## src/rtl/unidad_procesadora_param.sv

```systemverilog
// Parametrised processing unit: register file, ALU with V/N/Z/C flags, shifter,
// bus muxes, stored flag register and a bit-serial rotate behind a valid/ready handshake.
module unidad_procesadora_param #(
  parameter int WIDTH = 8,
  parameter int NREG  = 4,
  localparam int AW   = $clog2(NREG),
  localparam int SW   = $clog2(WIDTH)
) (
  input  logic             clk,
  input  logic             rst,
  input  logic             ctrl_valid,
  output logic             ctrl_ready,
  input  logic [AW-1:0]    a_sel,
  input  logic [AW-1:0]    b_sel,
  input  logic [AW-1:0]    d_sel,
  input  logic             we,
  input  logic             mb,
  input  logic [3:0]       alu_sel,
  input  logic [1:0]       sh_sel,
  input  logic             mf,
  input  logic             md,
  input  logic             wf,
  input  logic [WIDTH-1:0] const_in,
  input  logic [WIDTH-1:0] data_in,
  output logic [WIDTH-1:0] data_out,
  output logic [WIDTH-1:0] addr_out,
  output logic [3:0]       flags
);

  typedef enum logic {IDLE, ROT} state_t;

  state_t           state_reg;
  logic             ready_reg;
  logic [WIDTH-1:0] regs [NREG];
  logic [3:0]       flags_reg;

  logic [WIDTH-1:0] bus_a;
  logic [WIDTH-1:0] bus_b;
  logic [WIDTH-1:0] add_b;
  logic [WIDTH-1:0] logic_out;
  logic [WIDTH-1:0] alu_out;
  logic [WIDTH:0]   sum;
  logic             cin;
  logic             is_arith;
  logic             ovf;
  logic [3:0]       alu_flags;

  logic [WIDTH-1:0] sh_out;
  logic [WIDTH-1:0] f_out;
  logic [WIDTH-1:0] result;
  logic [SW-1:0]    rot_amt;
  logic             is_rot;
  logic             accept;

  logic [SW-1:0]    cnt_reg;
  logic [WIDTH-1:0] rot_reg;
  logic [WIDTH-1:0] rot_next;
  logic [AW-1:0]    p_d_reg;
  logic             p_we_reg;
  logic             p_wf_reg;
  logic             p_md_reg;
  logic [WIDTH-1:0] p_data_reg;
  logic [3:0]       p_flags_reg;

  logic             wr_en;
  logic [AW-1:0]    wr_addr;
  logic [WIDTH-1:0] wr_data;
  logic             fl_en;
  logic [3:0]       fl_data;
  logic [NREG-1:0]  wr_hit;

  assign bus_a    = regs[a_sel];
  assign bus_b    = mb ? const_in : regs[b_sel];
  assign addr_out = bus_a;
  assign data_out = bus_b;
  assign flags    = flags_reg;
  assign ctrl_ready = ready_reg;

  // Every arithmetic op is A + add_b + cin; logic/pass ops bypass the adder.
  always_comb begin
    add_b     = '0;
    cin       = 1'b0;
    is_arith  = 1'b1;
    logic_out = bus_a;
    case (alu_sel)
      4'b0000, 4'b0111: is_arith = 1'b0;
      4'b0001: cin = 1'b1;
      4'b0010: add_b = bus_b;
      4'b0011: begin
        add_b = bus_b;
        cin   = flags_reg[0];
      end
      4'b0100: add_b = ~bus_b;
      4'b0101: begin
        add_b = ~bus_b;
        cin   = 1'b1;
      end
      4'b0110: add_b = '1;
      4'b1000: begin
        is_arith  = 1'b0;
        logic_out = bus_a & bus_b;
      end
      4'b1001: begin
        is_arith  = 1'b0;
        logic_out = bus_a | bus_b;
      end
      4'b1010: begin
        is_arith  = 1'b0;
        logic_out = bus_a ^ bus_b;
      end
      4'b1011: begin
        is_arith  = 1'b0;
        logic_out = ~bus_a;
      end
      default: begin
        is_arith  = 1'b0;
        logic_out = bus_b;
      end
    endcase
  end

  assign sum     = {1'b0, bus_a} + {1'b0, add_b} + {{WIDTH{1'b0}}, cin};
  assign alu_out = is_arith ? sum[WIDTH-1:0] : logic_out;
  assign ovf     = is_arith & (bus_a[WIDTH-1] == add_b[WIDTH-1])
                            & (sum[WIDTH-1] != bus_a[WIDTH-1]);
  assign alu_flags = {ovf, alu_out[WIDTH-1], (alu_out == '0), is_arith & sum[WIDTH]};

  // A rotate by zero is just a pass, so the shifter only needs the trivial cases.
  always_comb begin
    case (sh_sel)
      2'b01:   sh_out = bus_b >> 1;
      2'b10:   sh_out = bus_b << 1;
      default: sh_out = bus_b;
    endcase
  end

  assign f_out    = mf ? sh_out : alu_out;
  assign result   = md ? data_in : f_out;
  assign rot_amt  = const_in[SW-1:0];
  assign is_rot   = (sh_sel == 2'b11) && mf && (rot_amt != '0);
  assign accept   = ctrl_valid && ready_reg;
  assign rot_next = {rot_reg[0], rot_reg[WIDTH-1:1]};

  // Single write port shared by immediate ops and the deferred rotate writeback.
  always_comb begin
    wr_en   = 1'b0;
    wr_addr = d_sel;
    wr_data = result;
    fl_en   = 1'b0;
    fl_data = alu_flags;
    if (state_reg == IDLE) begin
      if (accept && !is_rot) begin
        wr_en = we;
        fl_en = wf;
      end
    end else if (cnt_reg == SW'(1)) begin
      wr_en   = p_we_reg;
      wr_addr = p_d_reg;
      wr_data = p_md_reg ? p_data_reg : rot_next;
      fl_en   = p_wf_reg;
      fl_data = p_flags_reg;
    end
  end

  for (genvar gi = 0; gi < NREG; gi++) begin : gen_wr
    assign wr_hit[gi] = wr_en && (wr_addr == AW'(gi));
  end

  always_ff @(posedge clk) begin
    if (rst) begin
      for (int i = 0; i < NREG; i++) regs[i] <= '0;
    end else begin
      for (int i = 0; i < NREG; i++) begin
        if (wr_hit[i]) regs[i] <= wr_data;
      end
    end
  end

  always_ff @(posedge clk) begin
    if (rst) begin
      state_reg   <= IDLE;
      ready_reg   <= 1'b1;
      flags_reg   <= 4'b0000;
      cnt_reg     <= '0;
      rot_reg     <= '0;
      p_d_reg     <= '0;
      p_we_reg    <= 1'b0;
      p_wf_reg    <= 1'b0;
      p_md_reg    <= 1'b0;
      p_data_reg  <= '0;
      p_flags_reg <= 4'b0000;
    end else begin
      if (fl_en) flags_reg <= fl_data;
      case (state_reg)
        IDLE: begin
          if (accept && is_rot) begin
            state_reg   <= ROT;
            ready_reg   <= 1'b0;
            cnt_reg     <= rot_amt;
            rot_reg     <= bus_b;
            p_d_reg     <= d_sel;
            p_we_reg    <= we;
            p_wf_reg    <= wf;
            p_md_reg    <= md;
            p_data_reg  <= data_in;
            p_flags_reg <= alu_flags;
          end
        end
        ROT: begin
          rot_reg <= rot_next;
          cnt_reg <= cnt_reg - SW'(1);
          if (cnt_reg == SW'(1)) begin
            state_reg <= IDLE;
            ready_reg <= 1'b1;
          end
        end
        default: begin
          state_reg <= IDLE;
          ready_reg <= 1'b1;
        end
      endcase
    end
  end

endmodule

```

## config.mk

```make
export PLATFORM = sky130hd
export DESIGN_NAME = unidad_procesadora_param
export DESIGN_NICKNAME = d
export VERILOG_FILES = /design/src/rtl/unidad_procesadora_param.sv
export SDC_FILE = /design/constraint.sdc
export NUM_CORES = 1
export LEC_CHECK = 0
export ABC_AREA = 1
export CORE_MARGIN = 5
export CORE_UTILIZATION = 50
export DETAILED_ROUTE_END_ITERATION = 10
export PLACE_DENSITY_LB_ADDON = 0.08
export SKIP_LAST_GASP = 1
export SYNTH_ARGS = -nofsm -noshare
export SYNTH_HDL_FRONTEND = slang
export SYNTH_SLANG_ARGS = --single-unit
```

## constraint.sdc

```tcl
create_clock -name clk -period 6.55 [get_ports clk]
set_input_delay 1.31 -clock clk [delete_from_list [all_inputs] [get_ports clk]]
set_output_delay 1.31 -clock clk [all_outputs]
set_load 0.01 [all_outputs]
```

**Yosys cells after proc, flatten, opt, wreduce, memory -nomap -nowiden**

Memories as Yosys holds them, arrays and structs flattened.
Cells that the tools add are included.

- Register bits: 34
- Bits in writable memories: 32
- Bits of input ports: 36
- Output and inout port bits: 21
- Word-level logic and storage cells: 121
- Memories kept: 1

Memory list:

| name | words | bits a word | read ports | clocked after Yosys merged registers in | write ports | RTL line | text |
|---|---|---|---|---|---|---|---|
| regs | 4 | 8 | 2 | 0 | 4 | 34 | `logic [WIDTH-1:0] regs [NREG];` |

- Add/sub/neg operators: 3
- Equal/unequal tests: 22
- Multiplexer cells: 50
- Bitwise gates (word level): 13
- Reductions and logical operators: 21

Operators with widths:

| operator | number |
|---|---|
| $mux W8 | 12 |
| $pmux W8 S5 | 1 |
| $pmux W8 S2 | 2 |
| $mux W1 | 25 |
| $pmux W8 S3 | 1 |
| $eq A4 B3 Y1 const B | 4 |
| $eq A4 B4 Y1 const B | 4 |
| $not A8 Y8 | 2 |
| $add A8 B8 Y9 | 1 |
| $add A9 B1 Y9 | 1 |
| $logic_and A1 B1 Y1 | 9 |
| $and A8 B8 Y8 | 1 |
| $eq A2 B2 Y1 const B | 4 |
| $eq A4 B2 Y1 const B | 2 |
| $logic_not A8 Y1 | 1 |
| $mux W4 | 2 |
| $or A8 B8 Y8 | 1 |
| $reduce_or A8 Y1 | 1 |
| $xor A8 B8 Y8 | 1 |
| $pmux W1 S2 | 3 |
| $pmux W3 S2 | 1 |
| $reduce_or A2 Y1 | 3 |
| $reduce_or A6 Y1 | 1 |
| $eq A2 B1 Y1 const B | 2 |
| 16 further kinds | 24 |

**Longest topological paths before layout**

Gate-level depths: netlist of the first run.

- Depth in word-level cells: 12
- Gate-level depth with buffers: 26
- Depth with buffers taken out: 25

**Worst setup path after synthesis of the first run**

No wires, ideal clock.

- Path kind: in2reg
- Start point: input b_sel[0]
- End point: memory regs[0][4], data pin
- Library setup time: 263 ps
- Arrival: 3,804 ps
- Data required time: 6,287 ps
- Slack: 2,482 ps
- Stages on the path: 21
- Path buffers: 2
- Cell sequence: buf_4 > inv_2 > buf_4 > nand2_1 > nand2_1 > nand2_1 > nand3_1 > nand2_1 > o22ai_1 > a21oi_1 > fa_1 > fa_1 > inv_1 > nand3_1 > nand2_1 > xor2_1 > nand2_1 > nand2_1 > o21ai_1 > o21ai_2 > a21oi_1

RTL lines:

| what | RTL line | text |
|---|---|---|
| start, declared | 14 | `input logic [AW-1:0] b_sel,` |
| end, declared | 34 |  |

==> results of run 1 <==
[worst max-delay path, cell delays in order]
cell	delay, ns
sky130_fd_sc_hd__clkdlybuf4s50_1	0.83
sky130_fd_sc_hd__inv_2	0.25
sky130_fd_sc_hd__o21ai_0	0.21
sky130_fd_sc_hd__nand2_1	0.07
sky130_fd_sc_hd__nand2_1	0.09
sky130_fd_sc_hd__nand2_1	0.19
sky130_fd_sc_hd__inv_1	0.20
sky130_fd_sc_hd__nor2_1	0.06
sky130_fd_sc_hd__nor3_1	0.30
sky130_fd_sc_hd__inv_1	0.09
sky130_fd_sc_hd__ha_1	0.28
sky130_fd_sc_hd__nand2_1	0.05
sky130_fd_sc_hd__o21ai_1	0.25
sky130_fd_sc_hd__nand3_1	0.11
sky130_fd_sc_hd__nand2_1	0.12
sky130_fd_sc_hd__o21ai_1	0.08
sky130_fd_sc_hd__nor2_1	0.23
sky130_fd_sc_hd__o21ai_1	0.11
sky130_fd_sc_hd__o21ai_1	0.29
sky130_fd_sc_hd__a21oi_1	0.11
[synth_stat cells (all sizes together)]
cell type	instances
clkinv	1
nand4	3
nand3	63
nand3b	4
xor2	3
inv	99
o21ai	63
a21oi	68
buf	16
o22ai	5
nor2	77
edfxtp	32
a21boi	1
clkbuf	14
dfxtp	34
o211ai	8
ha	28
nor3	8
nand2	215
a21o	1
or2	11
a31oi	12
fa	2
xnor2	1
and2	5
o221ai	3
[logic make-up after synthesis]
logic type	after synthesis
compound gates	161
fa+ha+maj	30
flops	66
xor+xnor	4
simple gates	386
buf+inv	130
[routing by layer]
metal	track usage, %	up-vias	routed length, um
met5	0	-	0
met4	10.62	0	471
met3	6.250	33	1314
met2	38.84	203	6869
met1	35.27	2421	7223
li1	-	2616	-
[path summary, 6_finish.rpt]
path                   endpoint  slack [ns]  depth (start not counted)
hold / removal    p_data_reg[4]        0.45                          2
hold reg to reg   p_data_reg[4]        0.45                          2
setup / recovery     regs[0][7]        1.41                         20
setup reg to reg     regs[0][7]        3.01                         20
[where the power goes]
group / leakage [uW] / internal [uW] / total [uW] / switching (uW)
Clock: 0.0000998 / 178 / 347 / 169
Sequential: 0.000608 / 449 / 461 / 11.6
Combinational: 0.00190 / 112 / 308 / 196
[final cells by class]
class | count | area (um^2)
Fill cell | 979 | 4248
Multi-Input combinational cell | 581 | 2980
Sequential cell | 66 | 1642
Timing Repair Buffer | 57 | 568.0
Inverter | 100 | 375.4
Tap cell | 136 | 170.2
Clock buffer | 9 | 123.9
Clock inverter | 7 | 77.57
[stage by stage]
step / util, % / total power, uW / std cells / hold slack [ns] / area (um^2)
6_report: 58.29 / 1116 / 956 / 0.4504 / 5937
4_1_cts: 58.29 / 1120 / 956 / 0.4543 / 5937
3_5_place_dp: 56.31 / 774.0 / 940 / 0.4402 / 5736
5_1_grt: 58.29 / 1181 / 956 / 0.4893 / 5937
3_3_place_gp: 56.31 / 769.3 / 940 / 0.4347 / 5736
2_1_floorplan: - / 663.4 / 777 / 0.4245 / 5157
==> impl_results.md, run 1 <==
* Width of the die at 111.6 um
* Pwr/cell area at approximately 190 mW/mm^2
* XOR/XNOR share of the synthesized area at less than 1%
* VDD IR-drop max at ~0.00015 V
* Placement Rows at 37
* Share of the cycle needed by the critical path after routing at approximately four fifths
* Relative max-transition margin at just over 50%
* Average footprint of a synthesized cell at between 6 and 7 um^2
* Biggest fanout along the worst timing path at 17
* Post-Syn Nets at ~840
* Chip Height at 111.6 um
* Root buf cell: sky130_fd_sc_hd__clkbuf_8
* Post-CTS setup repair buffer count at 0
* Launch point of the critical path: b_sel[0]
* Max capacitance violation total at 0
* Required @ worst endpoint at roughly 6.6 ns
* Max Clock Freq at 0.1944 GHz
* Flip-flop count of the largest register, all copies and words added at 32
* Number of port buffers at 56
* Post-synthesis sequential element count at 66
* Number of pins exceeding their max-slew limit in the final report at 0
* Adder and majority cell fraction of the synthesized area at between 7 and 8%
* Via count normalized by instance count at around 5.5
* Post-detailed-route DRC marker count at 0
* Total clock buffers created by CTS at 9
* Final antenna-violating net count at 0
* Dominant combinational cell family by area after synthesis: simple AND/OR/NAND/NOR gates
* Clock tree from TritonCTS: yes
* Origin of the critical flop-to-flop path: regs[2][1]
* Most common cell after layout, fill and taps aside: sky130_fd_sc_hd__nand2_1
* Synthesized netlist cell count at between 700 and 800
* Standby leakage power at approximately 0.0026 uW
* RSZ-0062 raised after global routing: no
* Post-synthesis instance area at around 0.0052 mm^2
* Antenna fix cells at 0
* Total global routing track utilization at about a quarter
* Path category of the worst min-delay check: reg2reg
* H-tree depth at 3
* Status: finished clean
* Wire length of the first global-routing pass at around 26000 um
* Total setup violations reported at the end of the flow at 0
* Largest cells by area after synthesis: sky130_fd_sc_hd__edfxtp_1 (19%), sky130_fd_sc_hd__nand2_1 (15%), sky130_fd_sc_hd__dfxtp_1 (13%)
* Synth cell types at 42
* Worst-margin pin slew at about 0.74 ns
* Largest area contributor in the netlist: sky130_fd_sc_hd__edfxtp_1
* Area share of the largest cell type after synthesis at a little under a fifth
* Via count of the first global-routing pass at around 4900
* Post-synthesis simple-gate area fraction at between 30% and 40%
* Number of DRC markers in iteration 0 at between 400 and 500
* Number of hold buffers added after cts at 0
* Final worst clock skew at 0.008371 ns
* Placer's final routability congestion estimate at about 0.94
* Floorplan die area at 0.01245 mm^2
* Core Region at between 0.01 and 0.015 mm^2
* Count of boundary I/O pins at 57
* DP Worst Slack at 1.053 ns
* Multiplexer area fraction after synthesis at 0%
* Compound-cell area share of the yosys netlist at approximately 17%
* Number of instances resized during post-cts repair at 0
* Element type at the critical path end: register
* Proportion of synthesized chip area in sequential cells at about a third
* Setup WS post-layout at 1.407 ns
* Clock-pin slew on the worst setup and hold paths at ~0.080 ns
* Layout-stage area growth over the synthesis result at 15.11%
* Maximum buffer depth of the clock tree at 2
* Routed length per instance at between 15 and 20 um
* HPWL reported at the end of detailed placement at between 10000 and 15000 um
* Data arrival at the endpoint of the critical path at 5.23 ns
* Type of the worst setup path: in2reg
* Initial core utilization at 50.64%
* Initial antenna violation count at 0
* Final global-route overflow total at 0
* Routed wire length at about 16000 um
* Highest-count cells in the layout ignoring fill and taps: sky130_fd_sc_hd__nand2_1 (210), sky130_fd_sc_hd__inv_1 (91), sky130_fd_sc_hd__nor2_1 (73)
* Nets@finish at 881
* Pin count of the biggest net entering global routing at 27
* Final period demand of the worst path at about 5.1 ns
* Overall via count from detail_route at between 5000 and 6000
* Share of layout cells above drive strength 1 at roughly 6.6%
* Clock Sink Count at 66
* Sum of negative setup slack at 0 ns
* DRT Pass-1 Iters at 6
* Final count of hold timing violations at 0
* Insertion delay of the later-clocked pin in the worst-skew pair at ~0.35 ns
* Hold Startpoint: p_data_reg[4]
* Critical Path Source Type: primary input
* Synth warnings at 0
Note: power is estimated with default switching activity, not from simulation.
==> inputs of run 2 (changes only) <==
==> constraint.sdc (replaced) <==
create_clock -name clk -period 4.35 [get_ports clk]
set_input_delay 0.87 -clock clk [delete_from_list [all_inputs] [get_ports clk]]
set_output_delay 0.87 -clock clk [all_outputs]
set_load 0.01 [all_outputs]
==> run 2 against run 1 <==
Against the previous run:
- sequential share of layout area fell by 1.1 points
- power increased by 58%
- non-clock buffer count is 32 higher
- flip-flop and latch count unchanged
- count of clock-buffer cells in the layout is the same
- via count up 3.4%
- critical path depth is the same
==> impl_results.md, run 2 (synthesis results as in run 1) <==
* Final count of hold timing violations at 0 (unchanged)
* Element type at the critical path end: register (unchanged)
* Reg power frac at 39.4% (was 41.3%)
* Max capacitance violation total at 0 (unchanged)
* Total setup violations reported at the end of the flow at 0 (unchanged)
* Root buf cell: sky130_fd_sc_hd__clkbuf_8 (unchanged)
* Standby leakage power at 0.002774 uW (was 0.002610 uW)
* Layout-stage area growth over the synthesis result at 20.09% (was 15.11%)
* Worst r2r path cells at 17 (was 20)
* Routed length per instance at 16.71 um (was 16.61 um)
* Max Clock Freq at 0.2451 GHz
* Highest-count cells in the layout ignoring fill and taps: sky130_fd_sc_hd__nand2_1 (210), sky130_fd_sc_hd__inv_1 (91), sky130_fd_sc_hd__nor2_1 (73) (unchanged)
* Number of DRC markers in iteration 0 at 707 (was 438)
* Insertion delay of the later-clocked pin in the worst-skew pair at 0.36 ns (was 0.35 ns)
* Status: finished clean (unchanged)
* Final period demand of the worst path at about 4.1 ns
* Number of pins exceeding their max-slew limit in the final report at 0 (unchanged)
* Clock tree from TritonCTS: yes (unchanged)
* Via count normalized by instance count at 5.519 (was 5.516)
* Fin util at 60.81% (was 58.29%)
* Biggest fanout along the worst timing path at 16 (was 17)
* Relative max-transition margin at 51.14% (was 50.49%)
* Core Region at 0.01018 mm^2 (unchanged)
* Width of the die at 111.6 um (unchanged)
* Share of total power consumed by net switching at 32.16% (was 33.71%)
* Share of layout cells above drive strength 1 at 9.977% (was 6.585%)
* Switching power at 567.7 uW (was 376.0 uW)
* Worst-margin pin slew at 0.7322 ns (was 0.7404 ns)
* Area taken by multi-input logic gates at 0.002980 mm^2 (unchanged)
* Hold path depth at 2 (unchanged)
* Wire length of the first global-routing pass at 26550 um (was 25640 um)
* Overall via count from detail_route at 5453 (was 5273)
* Number of port buffers at 56 (unchanged)
* Data arrival at the endpoint of the critical path at 4.27 ns (was 5.23 ns)
* DRT Pass-1 Iters at 5 (was 6)
* Clock Sink Count at 66 (unchanged)
* VDD IR-drop max at 0.0002954 V (was 0.0001503 V)
* Final worst clock skew at 0.008451 ns (was 0.008371 ns)
* Placed cell area at 0.005976 mm^2 (was 0.005736 mm^2)
* Total clock buffers created by CTS at 9 (unchanged)
* Type of the worst setup path: in2reg (unchanged)
* Maximum buffer depth of the clock tree at 2 (unchanged)
* Fill cell instance count of the final layout at 995 (was 979)
* Routed wire length at 16510 um (was 15880 um)
* RSZ-0062 raised after global routing: no (unchanged)
* Finished Cell Area at 0.006193 mm^2 (was 0.005937 mm^2)
* Post-detailed-route DRC marker count at 0 (unchanged)
* Chip Height at 111.6 um (unchanged)
* Path category of the worst min-delay check: reg2reg (unchanged)
* Initial core utilization at 50.64% (unchanged)
* Final antenna-violating net count at 0 (unchanged)
* HPWL reported at the end of detailed placement at 13000 um (was 12440 um)
* Number of instances resized during post-cts repair at 0 (unchanged)
* Antenna fix cells at 0 (unchanged)
* Floorplan die area at 0.01245 mm^2 (unchanged)
* Required @ worst endpoint at 4.54 ns (was 6.64 ns)
* R2R setup slack at 1.07 ns (was 3.01 ns)
* Post-CTS setup repair buffer count at 0 (unchanged)
* Count of boundary I/O pins at 57 (unchanged)
* Pwr/cell area at 285.0 mW/mm^2 (was 187.9 mW/mm^2)
* Critical Path Source Type: primary input (unchanged)
* Combinational Power Share at 28.4% (was 27.6%)
* Total global routing track utilization at 26.71% (was 25.71%)
* Number of hold buffers added after cts at 0 (unchanged)
* Seq. cell area at 0.001642 mm^2 (unchanged)
* Via count of the first global-routing pass at 5049 (was 4912)
* Clock-pin slew on the worst setup and hold paths at 0.07 ns (was 0.08 ns)
* Flip-flop count of the largest register, all copies and words added at 32 (unchanged)
* Initial antenna violation count at 0 (unchanged)
* Share of the cycle needed by the critical path after routing at a little over nine tenths
* H-tree depth at 3 (unchanged)
* Placer's final routability congestion estimate at 0.9318 (was 0.9351)
* Placement Rows at 37 (unchanged)
* Final global-route overflow total at 0 (unchanged)
* Pin count of the biggest net entering global routing at 27 (unchanged)
* Int Pwr at 1197 uW (was 739.5 uW)
* Nets@finish at 913 (was 881)
* Share of total power in the clock network at 32.1% (was 31.1%)
* Most common cell after layout, fill and taps aside: sky130_fd_sc_hd__nand2_1 (unchanged)
-- run 2: routing by layer --
layer	vias to the layer above	GRT usage [%]	part of all wire, %	wire length [um]
met5	-	0	0	0
met4	0	9.002	2.6	434
met3	26	4.728	8.4	1385
met2	227	41.25	44	7348
met1	2516	37.86	44	7344
li1	2684	-	-	-
-- run 2: final timing paths --
check | from | to
worst max-delay path | b_sel[0] | regs[2][6]
worst min-delay path | p_data_reg[0] | p_data_reg[0]
worst max register to register | regs[0][0] | regs[2][6]
worst min register to register | p_data_reg[0] | p_data_reg[0]
-- run 2: stage by stage --
| stage | std cells | TNS, ns | worst slack (ns) | hold slack, ns | power, uW |
|---|---|---|---|---|---|
| after detailed placement | 972 | -0.2528 | -0.07111 | 0.4476 | 1203 |
| after global placement | 972 | -0.02093 | -0.01538 | 0.4337 | 1197 |
| after floorplan | 777 | 0 | 0.7225 | 0.4245 | 998.9 |
| after global routing | 988 | 0 | 0.008934 | 0.4860 | 1863 |
| after CTS | 988 | 0 | 0.2887 | 0.4581 | 1765 |
| final | 988 | 0 | 0.2708 | 0.4539 | 1765 |
-- run 2: area by class of cell --
type	count	area share, %
Clock buffer	9	2.000
Tap cell	136	2.747
Inverter	100	6.061
Sequential cell	66	26.50
Clock inverter	7	1.515
Timing Repair Buffer	89	13.05
Multi-Input combinational cell	581	48.12
-- run 2: worst max-delay path: stages --
cell and delay, ns:
sky130_fd_sc_hd__clkdlybuf4s50_1 0.50, sky130_fd_sc_hd__inv_2 0.24, sky130_fd_sc_hd__nand2_1 0.08, sky130_fd_sc_hd__nand2_1 0.06, sky130_fd_sc_hd__nand2_1 0.04, sky130_fd_sc_hd__nand3_1 0.13, sky130_fd_sc_hd__nand2_1 0.15, sky130_fd_sc_hd__o22ai_1 0.14
sky130_fd_sc_hd__a21oi_1 0.08, sky130_fd_sc_hd__fa_1 0.45, sky130_fd_sc_hd__fa_1 0.42, sky130_fd_sc_hd__inv_1 0.09, sky130_fd_sc_hd__nand4_1 0.15, sky130_fd_sc_hd__nand3_1 0.12, sky130_fd_sc_hd__nand2_1 0.06, sky130_fd_sc_hd__nand3_1 0.07
sky130_fd_sc_hd__nand2_1 0.09, sky130_fd_sc_hd__o211ai_1 0.22, sky130_fd_sc_hd__nand2_1 0.15, sky130_fd_sc_hd__a21oi_1 0.18
-- run 2: power by group through the flow --
stage | combinational, uW | sequential [uW] | clock, uW
floorplan | 299 | 700 | 0
global placement | 489 | 708 | 0
detailed placement | 494 | 709 | 0
CTS | 498 | 695 | 573
global route | 556 | 698 | 609
finish | 502 | 696 | 567
